[src/rtl/keypad_pkg.sv]
// Shared types, column/row constants and the key-code map for the 4x4 keypad bus.
// The key map matches the scanner decode so a scanner checker can reuse it.
package keypad_pkg;

  localparam int unsigned KEY_W = 4;

  typedef enum logic [1:0] {
    StIdle,
    StPress,
    StGap
  } state_e;

  localparam logic [3:0] COL0 = 4'b1000;
  localparam logic [3:0] COL1 = 4'b0100;
  localparam logic [3:0] COL2 = 4'b0010;
  localparam logic [3:0] COL3 = 4'b0001;

  localparam logic [3:0] ROW0 = 4'b1000;
  localparam logic [3:0] ROW1 = 4'b0100;
  localparam logic [3:0] ROW2 = 4'b0010;
  localparam logic [3:0] ROW3 = 4'b0001;

  // Returns {col, row} for a hex key code.
  function automatic logic [7:0] keymap(input logic [KEY_W-1:0] code);
    logic [7:0] m;
    m = '0;
    unique case (code)
      4'h1: m = {COL0, ROW0};
      4'h4: m = {COL0, ROW1};
      4'h7: m = {COL0, ROW2};
      4'hE: m = {COL0, ROW3};
      4'h2: m = {COL1, ROW0};
      4'h5: m = {COL1, ROW1};
      4'h8: m = {COL1, ROW2};
      4'h0: m = {COL1, ROW3};
      4'h3: m = {COL2, ROW0};
      4'h6: m = {COL2, ROW1};
      4'h9: m = {COL2, ROW2};
      4'hF: m = {COL2, ROW3};
      4'hA: m = {COL3, ROW0};
      4'hB: m = {COL3, ROW1};
      4'hC: m = {COL3, ROW2};
      4'hD: m = {COL3, ROW3};
    endcase
    return m;
  endfunction

endpackage

[src/rtl/key_fifo.sv]
// Small key-code FIFO with wrapping pointers and one extra bit for full/empty.
// Read data is the combinational head entry.
module key_fifo
  import keypad_pkg::*;
#(
  parameter int unsigned DEPTH = 2
) (
  input  logic             clk1,
  input  logic             reset,
  input  logic             push_i,
  input  logic             pop_i,
  input  logic [KEY_W-1:0] wdata_i,
  output logic [KEY_W-1:0] rdata_o,
  output logic             full_o,
  output logic             empty_o
);

  localparam int unsigned AW = (DEPTH > 1) ? $clog2(DEPTH) : 1;

  logic [AW:0]      wptr_q, wptr_d;
  logic [AW:0]      rptr_q, rptr_d;
  logic [KEY_W-1:0] mem_q [DEPTH];
  logic             push_en, pop_en;

  assign empty_o = (wptr_q == rptr_q);
  assign full_o  = (wptr_q[AW] != rptr_q[AW]) && (wptr_q[AW-1:0] == rptr_q[AW-1:0]);

  // A simultaneous pop frees the head slot, so a push may land even when full.
  assign push_en = push_i & (~full_o | pop_i);
  assign pop_en  = pop_i & ~empty_o;
  assign rdata_o = mem_q[rptr_q[AW-1:0]];

  always_comb begin
    wptr_d = wptr_q;
    rptr_d = rptr_q;
    if (push_en) wptr_d = wptr_q + 1'b1;
    if (pop_en)  rptr_d = rptr_q + 1'b1;
  end

  always_ff @(posedge clk1 or negedge reset) begin
    if (!reset) begin
      wptr_q <= '0;
      rptr_q <= '0;
    end else begin
      wptr_q <= wptr_d;
      rptr_q <= rptr_d;
    end
  end

  always_ff @(posedge clk1) begin
    if (push_en) mem_q[wptr_q[AW-1:0]] <= wdata_i;
  end

endmodule

[src/rtl/keypad_emulator.sv]
// Keypad-side responder for the scanner: presses queued keys for PRESS_CYCLES,
// then releases them for GAP_CYCLES, driving rows from the scanner's column drives.
module keypad_emulator
  import keypad_pkg::*;
#(
  parameter int unsigned PRESS_CYCLES = 64,
  parameter int unsigned GAP_CYCLES   = 64,
  parameter int unsigned CNTW         = 16,
  parameter int unsigned DEPTH        = 2
) (
  input  logic             clk1,
  input  logic             reset,
  input  logic             key_valid,
  input  logic [KEY_W-1:0] key_code,
  output logic             key_ready,
  input  logic [3:0]       cols,
  output logic [3:0]       rows,
  output logic             busy,
  output logic             pressed,
  output logic             done
);

  localparam logic [CNTW-1:0] PressLoad = CNTW'(PRESS_CYCLES - 1);
  localparam logic [CNTW-1:0] GapLoad   = CNTW'(GAP_CYCLES - 1);

  state_e           state_q, state_d;
  logic [CNTW-1:0]  cnt_q, cnt_d;
  logic [3:0]       tcol_q, tcol_d;
  logic [3:0]       trow_q, trow_d;
  logic             avail_q;
  logic             fifo_full, fifo_empty, push, pop, start;
  logic [KEY_W-1:0] fifo_rdata;

  key_fifo #(
    .DEPTH(DEPTH)
  ) u_key_fifo (
    .clk1    (clk1),
    .reset   (reset),
    .push_i  (push),
    .pop_i   (pop),
    .wdata_i (key_code),
    .rdata_o (fifo_rdata),
    .full_o  (fifo_full),
    .empty_o (fifo_empty)
  );

  assign key_ready = ~fifo_full;
  assign push      = key_valid & key_ready;

  // IDLE acts on a registered head-valid flag, so a fresh key reaches PRESS
  // two edges after its push; a key already queued during GAP is not delayed.
  assign start = (state_q == StIdle) & avail_q & ~fifo_empty;

  always_ff @(posedge clk1 or negedge reset) begin
    if (!reset) begin
      state_q <= StIdle;
      cnt_q   <= '0;
      tcol_q  <= '0;
      trow_q  <= '0;
      avail_q <= 1'b0;
    end else begin
      state_q <= state_d;
      cnt_q   <= cnt_d;
      tcol_q  <= tcol_d;
      trow_q  <= trow_d;
      avail_q <= ~fifo_empty;
    end
  end

  always_comb begin
    state_d = state_q;
    cnt_d   = cnt_q;
    tcol_d  = tcol_q;
    trow_d  = trow_q;
    unique case (state_q)
      StIdle: begin
        if (start) begin
          {tcol_d, trow_d} = keymap(fifo_rdata);
          cnt_d            = PressLoad;
          state_d          = StPress;
        end
      end
      StPress: begin
        if (cnt_q == '0) begin
          cnt_d   = GapLoad;
          state_d = StGap;
        end else begin
          cnt_d = cnt_q - 1'b1;
        end
      end
      StGap: begin
        if (cnt_q == '0) begin
          state_d = StIdle;
        end else begin
          cnt_d = cnt_q - 1'b1;
        end
      end
      default: state_d = StIdle;
    endcase
  end

  always_comb begin
    pop     = start;
    pressed = (state_q == StPress);
    done    = (state_q == StGap) && (cnt_q == '0);
    busy    = ~fifo_empty | (state_q != StIdle);
    // Bit-test models a physical switch: any driven column containing the key closes it.
    rows    = (pressed && ((cols & tcol_q) != 4'b0000)) ? trow_q : 4'b0000;
  end

endmodule

[config.mk]
export PLATFORM = sky130hd
export DESIGN_NAME = keypad_emulator
export DESIGN_NICKNAME = d
export VERILOG_FILES = /design/src/rtl/keypad_pkg.sv /design/src/rtl/key_fifo.sv /design/src/rtl/keypad_emulator.sv
export SDC_FILE = /design/constraint.sdc
export NUM_CORES = 1
export LEC_CHECK = 0
export CAP_MARGIN = 20
export CELL_PAD_IN_SITES_DETAIL_PLACEMENT = 1
export CELL_PAD_IN_SITES_GLOBAL_PLACEMENT = 1
export CORE_AREA = 8 8 84 86
export CTS_BUF_LIST = sky130_fd_sc_hd__clkbuf_8 sky130_fd_sc_hd__clkbuf_16
export CTS_CLUSTER_SIZE = 28
export DETAILED_ROUTE_END_ITERATION = 16
export DIE_AREA = 0 0 92 94
export GPL_TIMING_DRIVEN = 0
export PLACE_DENSITY_LB_ADDON = 0.2
export SLEW_MARGIN = 30
export SYNTH_ARGS = -nofsm -noshare
export SYNTH_HDL_FRONTEND = slang
export SYNTH_SLANG_ARGS = --single-unit
[constraint.sdc]
create_clock -name clk1 -period 1.9 [get_ports clk1]
set_input_delay 0.475 -clock clk1 [delete_from_list [all_inputs] [get_ports clk1]]
set_output_delay 0.475 -clock clk1 [all_outputs]
set_load 0.1 [all_outputs]
======== After elaboration in Yosys (flattened, before gate mapping) ========
Memory sizes are Yosys's and may differ from the RTL's. A register that Yosys moved wholly into a read port is not among the register bits.
Index checks and enable logic that the tools add are counted.
word-level totals
  flip-flop bits (word level) ............. 23
  memories kept ........................... 2
  bits of input ports ..................... 11
  output and inout bits ................... 8
  bits in read-only memories .............. 128
  word-level logic and storage cells ...... 52
  RAM bits ................................ 8
operators by class
  bitwise gates (word level) .............. 10
  equality and inequality tests ........... 9
  muxes and demuxes ....................... 11
  add/sub/neg operators ................... 3
  reduce and logical (&&, ||, !) cells .... 12
memories
  name              depth  bits a word  rd ports  clocked after Yosys merged registers in  write ports  RTL line          RTL
  (no name shown)   16     8            1         1                                        0            keypad_pkg.sv:27  unique case (code)
  u_key_fifo.mem_q  2      4            1         0                                        1            key_fifo.sv:22    logic [KEY_W-1:0] mem_q [DEPTH];
operators with widths
  kind                     number
  $mux W16                 3
  $pmux W16 S3             1
  $logic_not A16 Y1        1
  $sub A16 B1 Y16 const B  1
  $mux W2                  3
  $pmux W2 S3              1
  $reduce_and A3 Y1        2
  $and A1 B1 Y1            5
  $add A2 B1 Y2 const B    2
  $and A4 B4 Y4            1
  $mux W4                  1
  $ne A2 B1 Y1 const B     2
  $ne A2 B2 Y1 const B     2
  $reduce_bool A4 Y1       1
  $logic_and A1 B1 Y1      3
  $reduce_bool A3 Y1       1
  $eq A2 B1 Y1 const B     1
  $eq A2 B2 Y1             1
  $eq A2 B2 Y1 const B     1
  $logic_not A2 Y1         1
  $mux W1                  2
  $not A1 Y1               2
  $or A1 B1 Y1             2
  $reduce_and A2 Y1        1
  other kinds (4)          4

======== Depth between registers and ports, before layout ========
Gate-level depths: netlist of run 1.
  depth in word-level cells ............... 7
  depth in mapped cells ................... 9
  mapped depth without buffers ............ 7

======== Modules after synthesis ========
A second synthesis of run 1 with hierarchy kept.
second synthesis, totals
  cell total of the unflattened synthesis .. 256
  area total of the unflattened synthesis .. 2441.1 µm²
by module, submodules not included
  module           instances  cells each  area each (µm²)
  keypad_emulator  1          215         1891.8
  key_fifo         1          41          549.3

======== Worst setup path after synthesis of run 1 ========
Ideal clock, no wire load.
  path kind ............................... register to output
  start point ............................. register state_q[1]
  end point ............................... output rows[0]
  path slack .............................. -1008 ps
  stages on the path, launching flop included .. 5
  buffers on the path ..................... 0
  arrival ................................. 2433 ps
  required time ........................... 1425 ps
  cells stage by stage .................... dfrtp_1 -> inv_1 -> ha_1 -> a21boi_0 -> and2_1
on the way
  word-level cells in the longest chain between the ends .. 3
ends and longest elaborated chain
  item                    RTL line                RTL
  from (decl)             keypad_emulator.sv:26   state_e state_q, state_d;
  from (signal assigned)  keypad_emulator.sv:56   state_q <= StIdle;
  from (signal assigned)  keypad_emulator.sv:62   state_q <= state_d;
  $eq A2 B1 Y1            keypad_emulator.sv:104  pressed = (state_q == StPress);
  via pressed             keypad_emulator.sv:19   output logic pressed,
  $logic_and A1 B1 Y1     keypad_emulator.sv:108  rows = (pressed && ((cols & tcol_q) != 4'b0000)) ? trow_q : 4'b0000;
  $mux W4                 keypad_emulator.sv:108
  to (decl)               keypad_emulator.sv:17   output logic [3:0] rows,
The timed path passes the listed nets, and every way through them passes these cells.

======== Worst setup path in the final report of run 1 ========
  start point ............................. register cnt_q[10]
  end point ............................... output done
on the way
  word-level cells in the longest chain between the ends .. 2
ends and longest elaborated chain
  item                    RTL line                RTL
  from (decl)             keypad_emulator.sv:27   logic [CNTW-1:0] cnt_q, cnt_d;
  from (signal assigned)  keypad_emulator.sv:63   cnt_q <= cnt_d;
  $logic_not A16 Y1       keypad_emulator.sv:105  done = (state_q == StGap) && (cnt_q == '0);
  $logic_and A1 B1 Y1     keypad_emulator.sv:105
  to (decl)               keypad_emulator.sv:20   output logic done
Every way passes these cells.

==> results of run 1 <==
critical path, delay by kind of cell, from the launching register on:
kind          cells  cell delay [ns]
flops             1             0.37
buf+inv           2             0.37
simple gates      3             0.75
cell families (layout without fill, tap and decap cells):
| group | count (synthesis) | count (layout) | synth area share, % |
|---|---|---|---|
| adders and majority gates | 9 | 9 | 5.13 |
| DFF | 39 | 39 | 46.3 |
| buffers and inverters | 16 | 83 | 3.42 |
| muxes | 7 | 7 | 3.25 |
| xor gates and xnor gates | 7 | 7 | 3.14 |
| AOI/OAI and AO/OA | 58 | 59 | 17.6 |
| and+or+nand+nor | 93 | 93 | 21.2 |
routing by layer:
metal,GRT usage (%),up-vias,wire length [um]
met5,0,-,0
met4,3.22,0,129
met3,3.04,20,309
met2,26.2,53,4140
met1,19.3,1092,3350
li1,-,961,-
registers in the layout, indices dropped and copies added (netlist names):
register,count
u_key_fifo.rptr_q,2
tcol_q,4
avail_q,1
cnt_q,16
state_q,2
u_key_fifo.mem_q,8
trow_q,4
u_key_fifo.wptr_q,2
worst paths after layout:
path / cells past startpoint / from / to
setup / recovery: 5 / cnt_q[10] / done
hold / removal: 1 / reset / cnt_q[8]
setup reg to reg: 11 / cnt_q[10] / cnt_q[10]
hold reg to reg: 2 / trow_q[3] / trow_q[3]
max in group asynchronous: 2 / reset / cnt_q[6]
min in group clk1: 2 / trow_q[3] / trow_q[3]
per-stage QoR:
step / setup slack (ns) / hold slack (ns)
finish: -0.373 / 0.0879
global route: -0.394 / 0.122
CTS: -0.329 / 0.101
detailed placement: -1.13 / 0.423
global placement: -1.12 / 0.454
floorplan: -0.0800 / 0.179
power by group through the flow:
stage | Sequential, mW | Clock, mW | Combinational, mW
after floorplan | 1.32 | 0 | 2.17
after global placement | 1.36 | 0 | 2.73
after detailed placement | 1.38 | 0 | 2.80
after CTS | 1.41 | 0.853 | 3.42
after global routing | 1.49 | 0.885 | 4.68
final | 1.46 | 0.859 | 4.42
cell type report:
cell class / count / area share (%)
multi-input combinational: 175 / 43.0
timing repair buffer: 61 / 18.3
buffer: 7 / 1.81
tap: 75 / 2.71
clock buffer: 5 / 1.99
inverter: 7 / 0.759
sequential: 39 / 29.5
clock inverter: 3 / 1.84
synth_stat cells (3+ instances only):
cell	instances
nand2b_1	4
inv_1	7
nor2_1	20
o211ai_1	3
nor3_1	8
nor4_1	4
nand3_1	7
and2_1	6
a22oi_1	5
dfrtp_1	31
nor2b_1	3
mux2i_1	6
o21ai_0	16
xnor2_1	4
ha_1	9
nand2_1	27
a21oi_1	15
clkbuf_1	4
a31oi_1	6
edfxtp_1	8
repair_timing:
action	4_1_cts	5_1_grt
setup endpoints to repair	32	34
gates resized for setup	100	66
setup buffers	21	23
cloned	3	0
pin swaps	19	13
==> results.md, run 1 <==
* Fraction of layout instances using a drive strength above 1 at 44.4%
* ANT nets after route at 0
* IO Pins at 19
* Total Nets Final at 316
* Post-Layout Cell Count at 372
* Top-area cell type share of the netlist area at 35.3%
* Slew margin rel. at 67.8%
* Hold Crit Class: input port to asynchronous set/reset pin
* Layout fillers at 621
* Fin Clk Skew at 0.0115 ns
* Gr usage total at 15.3%
* H-tree Lvls at 2
* Power density over the cells at 1950 mW/mm2
* Cell area after synthesis at 0.00219 mm2
* IR drop worst, VDD at 0.00186 V
* PortBufs at 18
* Via density at 5.72
* Synth Instances at 229
* Predominant post-synthesis flop cell: dfrtp_1
* #FFs+latches synth at 39
* TritonCTS Buffers at 5
* Post-layout util at 60.2%
* Worst R2R Setup Slack at -0.27 ns
* RSZ-0062 raised after global routing: yes
* Syn Nets at 249
* Area grow syn2layout at 57.6%
* Clock root cell: clkbuf_8
* Area after DPL at 0.00256 mm2
* Pwr Total at 6.73 mW
* Data arrival time of the critical path at 1.80 ns
* CTS tree: yes
* Failing checks: setup timing
* Critical path class: register to output pin
* Int Pwr at 3.59 mW
* Clock transition at path regs at 0.09 ns
* Max-cap violations at 0
* Std-Cell Rows at 28
* Vias in the first global route at 2035
* Die Height at 94 um
* First-pass GRT wire length at 10.6 mm
* Placed cells at 323
* Fin area at 0.00346 mm2
* Iter 0 DRT Violations at 99
* Asr flop ratio synth at 79.5%
* Diodes inserted at 0
* Vias post-DR at 2126
* Drt wl/cell at 21.3 um
* CP Cell Sequence: clkbuf_4 -> nor4_1 -> and4_1 -> and2_4 -> buf_12
* Starting Density at 38.2%
* Initial antenna violation count at 0
* Leak Pwr at 1.43 nW
* Area occupied by multi-input gates at 0.00149 mm2
* Crit path launch type: register
* Post-synth top area cell: dfrtp_1
* Final Hold Vio Count at 0
* Clock buffer depth at 2
* Status: finished with violations
* CTS Sinks at 39
* Most common cell after layout, fill and taps aside: buf_4
* Sequential element share of the synthesized area at 46.3%
* Largest net degree at the start of global routing at 19
* Switch Pwr at 3.14 mW
* Mean Syn Cell Area at 9.58 um2
* CP peak stage delay at 0.37 ns
* Net Sw Frac at 46.6%
* Final setup margin at -0.373 ns
* Most frequent cells in the layout: buf_4 (32), nand2_1 (26), dfrtp_1 (26)
* DRT Pass-1 Iters at 4
* Clock power share at 12.8%
* Die width at 92 um
* YS warnings at 0
* Hold-fix buffers at CTS at 0
* Maximum clock rate at 0.440 GHz
* DP HPWL at 3.86 mm
* Final wirelength at 7.92 mm
* Placer Congestion at 0.742
* Combinational Power Share at 65.6%
* Register area at 0.00102 mm2
* EDFF count, synth at 8
* Worst-Skew Late Latency at 0.30 ns
* DRC viols at 0
* Slowest cell on the critical path: dfrtp_1
* Reg power frac at 21.6%
* Synth area leaders: dfrtp_1 (35%), edfxtp_1 (11%), ha_1 (5.1%)
* Worst Max-Slew Pin Slew at 0.486 ns
* Crit path capture type: output pin
* Core area at 0.00575 mm2
* Crit share post-route at 120%
* # setup viols final at 24
* WP data required at 1.42 ns
* Die ar. at 0.00865 mm2
* Crit path max fanout at 9
* Cell variety after synth at 49
* Tmin final at 2.27 ns
* Slew Limit Fails at 0
* Overflow left after global routing at 0
* Post-Route Setup TNS at -3.94 ns
(Power assumes the default switching activity.)
==> inputs of run 2 (changes only) <==
--- a/config.mk
+++ b/config.mk
@@ -9,7 +9,7 @@
 export CELL_PAD_IN_SITES_DETAIL_PLACEMENT = 1
 export CELL_PAD_IN_SITES_GLOBAL_PLACEMENT = 1
 export CORE_AREA = 8 8 84 86
-export CTS_BUF_LIST = sky130_fd_sc_hd__clkbuf_8 sky130_fd_sc_hd__clkbuf_16
+export CTS_BUF_LIST = sky130_fd_sc_hd__clkbuf_16
 export CTS_CLUSTER_SIZE = 28
 export DETAILED_ROUTE_END_ITERATION = 16
 export DIE_AREA = 0 0 92 94
==> constraint.sdc (replaced) <==
create_clock -name clk1 -period 1.9 [get_ports clk1]
set_input_delay 0.475 -clock clk1 [delete_from_list [all_inputs] [get_ports clk1]]
set_output_delay 0.475 -clock clk1 [all_outputs]
set_load 0.05 [all_outputs]
==> results.md, run 2 (same netlist as run 1, synthesis figures left out) <==
* Reg2Reg Launch Point: cnt_q[1]
* Data arrival time of the critical path at 1.70 ns (-0.10 ns)
* Failing checks: setup timing
* # setup viols final at 22 (-8.3%)
* Hold-fix buffers at CTS at 0 (unchanged)
* Crit path launch type: register
* Area after DPL at 0.00253 mm2 (-1.1%)
* Final Hold Slack at 0.119 ns (+0.0315 ns)
* Final wirelength at 6.32 mm (-20%)
* Most frequent cells in the layout: nand2_1 (27), dfrtp_1 (27), buf_4 (21)
* Status: finished with violations
* CTS Sinks at 39 (unchanged)
* PortBufs at 18 (unchanged)
* Total Nets Final at 302 (-4.4%)
* Max-cap violations at 0 (unchanged)
* Worst Max-Slew Pin Slew at 0.466 ns (-0.0197 ns)
* Leak Pwr at 1.31 nW (-8.3%)
* Area occupied by multi-input gates at 0.00136 mm2 (-8.7%)
* Layout fillers at 636 (+2.4%)
* Iter 0 DRT Violations at 90 (-9.1%)
* Crit share post-route at 114% (-5.3 points)
* Vias post-DR at 1901 (-11%)
* RSZ-0062 raised after global routing: yes
* Diodes inserted at 0 (unchanged)
* Gr usage total at 14.2% (-1.1 points)
* Clock root cell: clkbuf_16
* Initial antenna violation count at 0 (unchanged)
* Fraction of layout instances using a drive strength above 1 at 34.3% (-10 points)
* Post-Route Setup TNS at -1.97 ns (+1.98 ns)
* Int Pwr at 3.24 mW (-9.7%)
* CTS tree: yes
* CP endpoint: done
* TritonCTS Buffers at 5 (unchanged)
* Final setup margin at -0.272 ns (+0.101 ns)
* Vias in the first global route at 1945 (-4.4%)
* DRC viols at 0 (unchanged)
* R2R cell count at 9 (-2)
* Slew margin rel. at 68.8% (+0.98 points)
* Dpl ws at -0.937 ns (+0.191 ns)
* Area grow syn2layout at 44.6%
* Tmin final at 2.17 ns (-0.101 ns)
* Crit path capture type: output pin
* Fin area at 0.00317 mm2 (-8.3%)
* Clock transition at path regs at 0.06 ns (-0.03 ns)
* Largest Register: cnt_q
* IO Pins at 19 (unchanged)
* Crit. Startpoint: cnt_q[1]
* Max reg flops at 16 (unchanged)
* Largest net degree at the start of global routing at 18 (-1)
* Starting Density at 38.2% (unchanged)
* Reg power frac at 24.8% (+3.2 points)
* DP HPWL at 3.82 mm (-1.1%)
* Worst R2R Setup Slack at -0.19 ns (+0.08 ns)
* Std-Cell Rows at 28 (unchanged)
* Maximum clock rate at 0.460 GHz (+4.6%)
* DRT Pass-1 Iters at 4 (unchanged)
* Slew Limit Fails at 0 (unchanged)
* Via density at 5.31 (-7.1%)
* Register area at 0.00102 mm2 (-0.12%)
* Core area at 0.00575 mm2 (unchanged)
* Overflow left after global routing at 0 (unchanged)
* Drt wl/cell at 17.7 um (-17%)
* Final Hold Vio Count at 0 (unchanged)
* Hold Crit Class: input port to asynchronous set/reset pin
* Placer Congestion at 0.765 (+3.1%)
* Switch Pwr at 2.56 mW (-18%)
* Crit path max fanout at 2 (-7)
* R2R Path End: cnt_q[7]
* H-tree Lvls at 2 (unchanged)
* Clock power share at 14.4% (+1.6 points)
* Net Sw Frac at 44.1% (-2.5 points)
* Critical path class: register to output pin
* Die ar. at 0.00865 mm2 (unchanged)
* Fin Clk Skew at 0.00386 ns (-0.00769 ns)
* Die Height at 94 um (unchanged)
* Power density over the cells at 1830 mW/mm2 (-5.9%)
* IR drop worst, VDD at 0.00104 V (-44%)
* First-pass GRT wire length at 9.80 mm (-7.7%)
* ANT nets after route at 0 (unchanged)
* Die width at 92 um (unchanged)
* WP data required at 1.42 ns (about the same)
* Combinational Power Share at 60.7% (-4.9 points)
* Clock buffer depth at 2 (unchanged)
* Worst-Skew Late Latency at 0.29 ns (about the same)
[run 2: power groups by stage]
stage / Sequential [mW] / Combinational [mW] / Clock, mW
2_1_floorplan: 1.31 / 1.89 / 0
3_3_place_gp: 1.35 / 2.45 / 0
3_5_place_dp: 1.36 / 2.51 / 0
4_1_cts: 1.41 / 2.95 / 0.857
5_1_grt: 1.47 / 3.84 / 0.885
6_report: 1.44 / 3.53 / 0.838
[run 2: metal layers]
metal / wire length, um / share of wire (%) / global-route usage, %
met5: 0 / 0 / 0
met4: 75 / 1.2 / 4.43
met3: 157 / 2.5 / 3.36
met2: 3150 / 50 / 23.1
met1: 2950 / 47 / 18.2
[run 2: what timing repair did]
item / 4_1_cts / 5_1_grt
buffers inserted: 13 / 14
pin swaps: 9 / 4
endpoints found under the setup margin: 27 / 31
cloned: 0 / 2
gates resized for setup: 92 / 34
[run 2: how the worst min path moves through the flow]
stage,from,end,slack (ns)
floorplan,reset,avail_q,0.18
global placement,trow_q[3],trow_q[3],0.44
detailed placement,reset,u_key_fifo.wptr_q[1],0.43
CTS,reset,u_key_fifo.wptr_q[1],0.13
global route,reset,u_key_fifo.wptr_q[1],0.14
finish,reset,u_key_fifo.wptr_q[1],0.12
[run 2: cell type report]
cell class              instances  share of cell area [%]
plain buffers                   7                    1.85
clock buffers                   5                    3.94
clock inverters                 3                   0.631
inverters                       7                   0.828
multi-input cells             174                    42.9
flip-flops and latches         39                    32.2
well taps                      75                    2.96
repair buffers                 48                    14.7
[run 2: worst max-delay path, stage by stage (launching register included)]
cell and delay [ns]:
dfrtp_1 0.39, inv_2 0.08, ha_4 0.13, nor4b_4 0.18, and4_1 0.24, buf_6 0.10, and2_4 0.15, buf_8 0.14
[run 2: through the flow]
step | power [mW] | cells | util, %
after floorplan | 3.20 | 229 | -
after global placement | 3.80 | 322 | 43.7
after detailed placement | 3.87 | 323 | 44.1
after CTS | 5.21 | 342 | 50.9
after global routing | 6.20 | 358 | 55.2
final | 5.81 | 358 | 55.2
==> inputs of run 3 (changes only) <==
--- a/config.mk
+++ b/config.mk
@@ -15,7 +15,7 @@
 export DIE_AREA = 0 0 92 94
 export GPL_TIMING_DRIVEN = 0
 export PLACE_DENSITY_LB_ADDON = 0.2
-export SLEW_MARGIN = 30
+export SLEW_MARGIN = 20
 export SYNTH_ARGS = -nofsm -noshare
 export SYNTH_HDL_FRONTEND = slang
 export SYNTH_SLANG_ARGS = --single-unit
==> results.md, run 3 (same netlist as run 1, synthesis figures left out) <==
* DRC viols at 0 (unchanged)
* Fin Clk Skew at 0.00436 ns (+0.000503 ns)
* CP peak stage delay at 0.43 ns (+0.04 ns)
* Leak Pwr at 1.31 nW (-0.17%)
* Clock buffer depth at 2 (unchanged)
* Largest Register: cnt_q
* Power density over the cells at 1790 mW/mm2 (-2.5%)
* Core area at 0.00575 mm2 (unchanged)
* IR drop worst, VDD at 0.00111 V (+7.1%)
* Die ar. at 0.00865 mm2 (unchanged)
* Crit share post-route at 112% (-2.1 points)
* WP data required at 1.42 ns (about the same)
* Post-Layout Cell Count at 357 (-0.28%)
* Initial antenna violation count at 0 (unchanged)
* CP Cell Sequence: nor4_4 -> and4_1 -> buf_6 -> and2_4 -> buf_8
* Via density at 5.34 (+0.65%)
* Die Height at 94 um (unchanged)
* IO Pins at 19 (unchanged)
* Crit path max fanout at 3 (+1)
* Starting Density at 38.2% (unchanged)
* Maximum clock rate at 0.469 GHz (+1.9%)
* Post-Route Setup TNS at -0.680 ns (+1.29 ns)
* Pwr Total at 5.58 mW (-3.9%)
* Fraction of layout instances using a drive strength above 1 at 33.7% (-0.59 points)
* ANT nets after route at 0 (unchanged)
* Die width at 92 um (unchanged)
* CTS tree: yes
* Overflow left after global routing at 0 (unchanged)
* First-pass GRT wire length at 9.58 mm (-2.3%)
* Area grow syn2layout at 42.4%
* Total Nets Final at 301 (-0.33%)
* CTS Sinks at 39 (unchanged)
* Final setup margin at -0.232 ns (+0.0397 ns)
* TritonCTS Buffers at 5 (unchanged)
* Clock transition at path regs at 0.06 ns (about the same)
* Register area at 0.00102 mm2 (unchanged)
* Vias in the first global route at 1943 (-0.10%)
* Layout fillers at 640 (+0.63%)
* Max-cap violations at 0 (unchanged)
* Crit path launch type: register
* Post-layout util at 54.4% (-0.83 points)
* Status: finished with violations
* Diodes inserted at 0 (unchanged)
* Most frequent cells in the layout: nand2_1 (27), dfrtp_1 (27), buf_4 (26)
* Fin area at 0.00313 mm2 (-1.5%)
* DRT Pass-1 Iters at 4 (unchanged)
* Drt wl/cell at 16.8 um (-5.0%)
* Placer Congestion at 0.765 (unchanged)
* Worst-Skew Late Latency at 0.28 ns (about the same)
* H-tree Lvls at 2 (unchanged)
* Data arrival time of the critical path at 1.66 ns (-0.04 ns)
* Slew Limit Fails at 0 (unchanged)
* Iter 0 DRT Violations at 67 (-26%)
* Slowest cell on the critical path: dfrtp_2
* Crit path capture type: output pin
* Clock root cell: clkbuf_16
* Area occupied by multi-input gates at 0.00134 mm2 (-1.5%)
* Met3 usage at 2.88% (-0.48 points)
* Max reg flops at 16 (unchanged)
* GRT Max-Usage Layer: met2
* RSZ-0062 raised after global routing: yes
* R2R cell count at 6 (-3)
* # setup viols final at 16 (-27%)
* Failing checks: setup timing
* DP HPWL at 3.77 mm (-1.3%)
* Gr usage total at 13.7% (-0.50 points)
* Vias post-DR at 1908 (+0.37%)
* Largest net degree at the start of global routing at 30 (+12)
* Hold Path Stages at 2
* PortBufs at 18 (unchanged)
* Slew margin rel. at 72.1% (+3.3 points)
* Final Hold Vio Count at 0 (unchanged)
* Critical path class: register to output pin
* Placed cells at 323 (unchanged)
* Hold Crit Class: register to register
* Area after DPL at 0.00252 mm2 (-0.30%)
* Std-Cell Rows at 28 (unchanged)
* Met2 Usage GRT at 22.6% (-0.54 points)
* Worst Max-Slew Pin Slew at 0.417 ns (-0.0498 ns)
* Tmin final at 2.13 ns (-0.0397 ns)
* GR Layer Usage met1 at 17.6% (-0.56 points)
* Final wirelength at 5.99 mm (-5.2%)
==> run 3: cell count changes in the layout (fill, tap and decap cells not counted), moves of 2 or more <==
cell	before	now
buf_4	21	26
buf_6	13	6
ha_1	2	5
ha_2	3	1
inv_1	2	4
inv_2	5	3
mux2i_2	0	2
mux2i_4	3	1
nor4_1	2	0
nor4_2	1	3
==> run 3: worst paths after layout <==
kind	start	to	slack [ns]
worst min-delay path	trow_q[3]	trow_q[3]	0.47
max in group asynchronous	reset	cnt_q[11]	0.99
worst max-delay path	cnt_q[7]	done	-0.23
min in group asynchronous	reset	u_key_fifo.wptr_q[1]	0.53
worst max register to register	cnt_q[7]	cnt_q[14]	-0.13
worst min register to register	trow_q[3]	trow_q[3]	0.47
==> run 3: worst max-delay path, delay by kind of cell, from the launching register on <==
kind          cells  cell delay [ns]
simple gates      3             0.70
flops             1             0.43
buf+inv           2             0.24
==> run 3: per-stage QoR <==
| step | setup WS, ns | hold slack, ns |
|---|---|---|
| finish | -0.232 | 0.471 |
| global route | -0.302 | 0.525 |
| CTS | -0.289 | 0.475 |
| detailed placement | -0.933 | 0.292 |
| global placement | -0.900 | 0.445 |
| floorplan | -0.0521 | 0.179 |
==> run 3: area by class of cell <==
type,count,share of cell area [%]
inverter,7,0.841
multi-input combinational,174,42.9
sequential,39,32.7
clock inverter,3,0.641
buffer,7,1.80
tap,75,3.00
clock buffer,5,4.00
timing repair buffer,47,14.2
==> run 3: timing repair <==
| action | 4_1_cts | 5_1_grt |
|---|---|---|
| pin swaps | 9 | 10 |
| buffers inserted | 12 | 16 |
| hold buffers | 1 | 0 |
| endpoints found under the setup margin | 26 | 32 |
| gates resized for setup | 89 | 30 |
| hold endpoints to repair | 2 | 0 |
==> run 3: report_power, final <==
part,switching (mW),total [mW],internal [mW]
combinational,1.85,3.33,1.48
sequential,0.269,1.42,1.15
clock,0.342,0.825,0.483
total,2.46,5.58,3.12
==> run 3: layer usage <==
metal	vias up	part of all wire, %
li1	932	-
met1	952	46
met2	16	51
met3	8	2.3
met4	0	1.4
met5	-	0
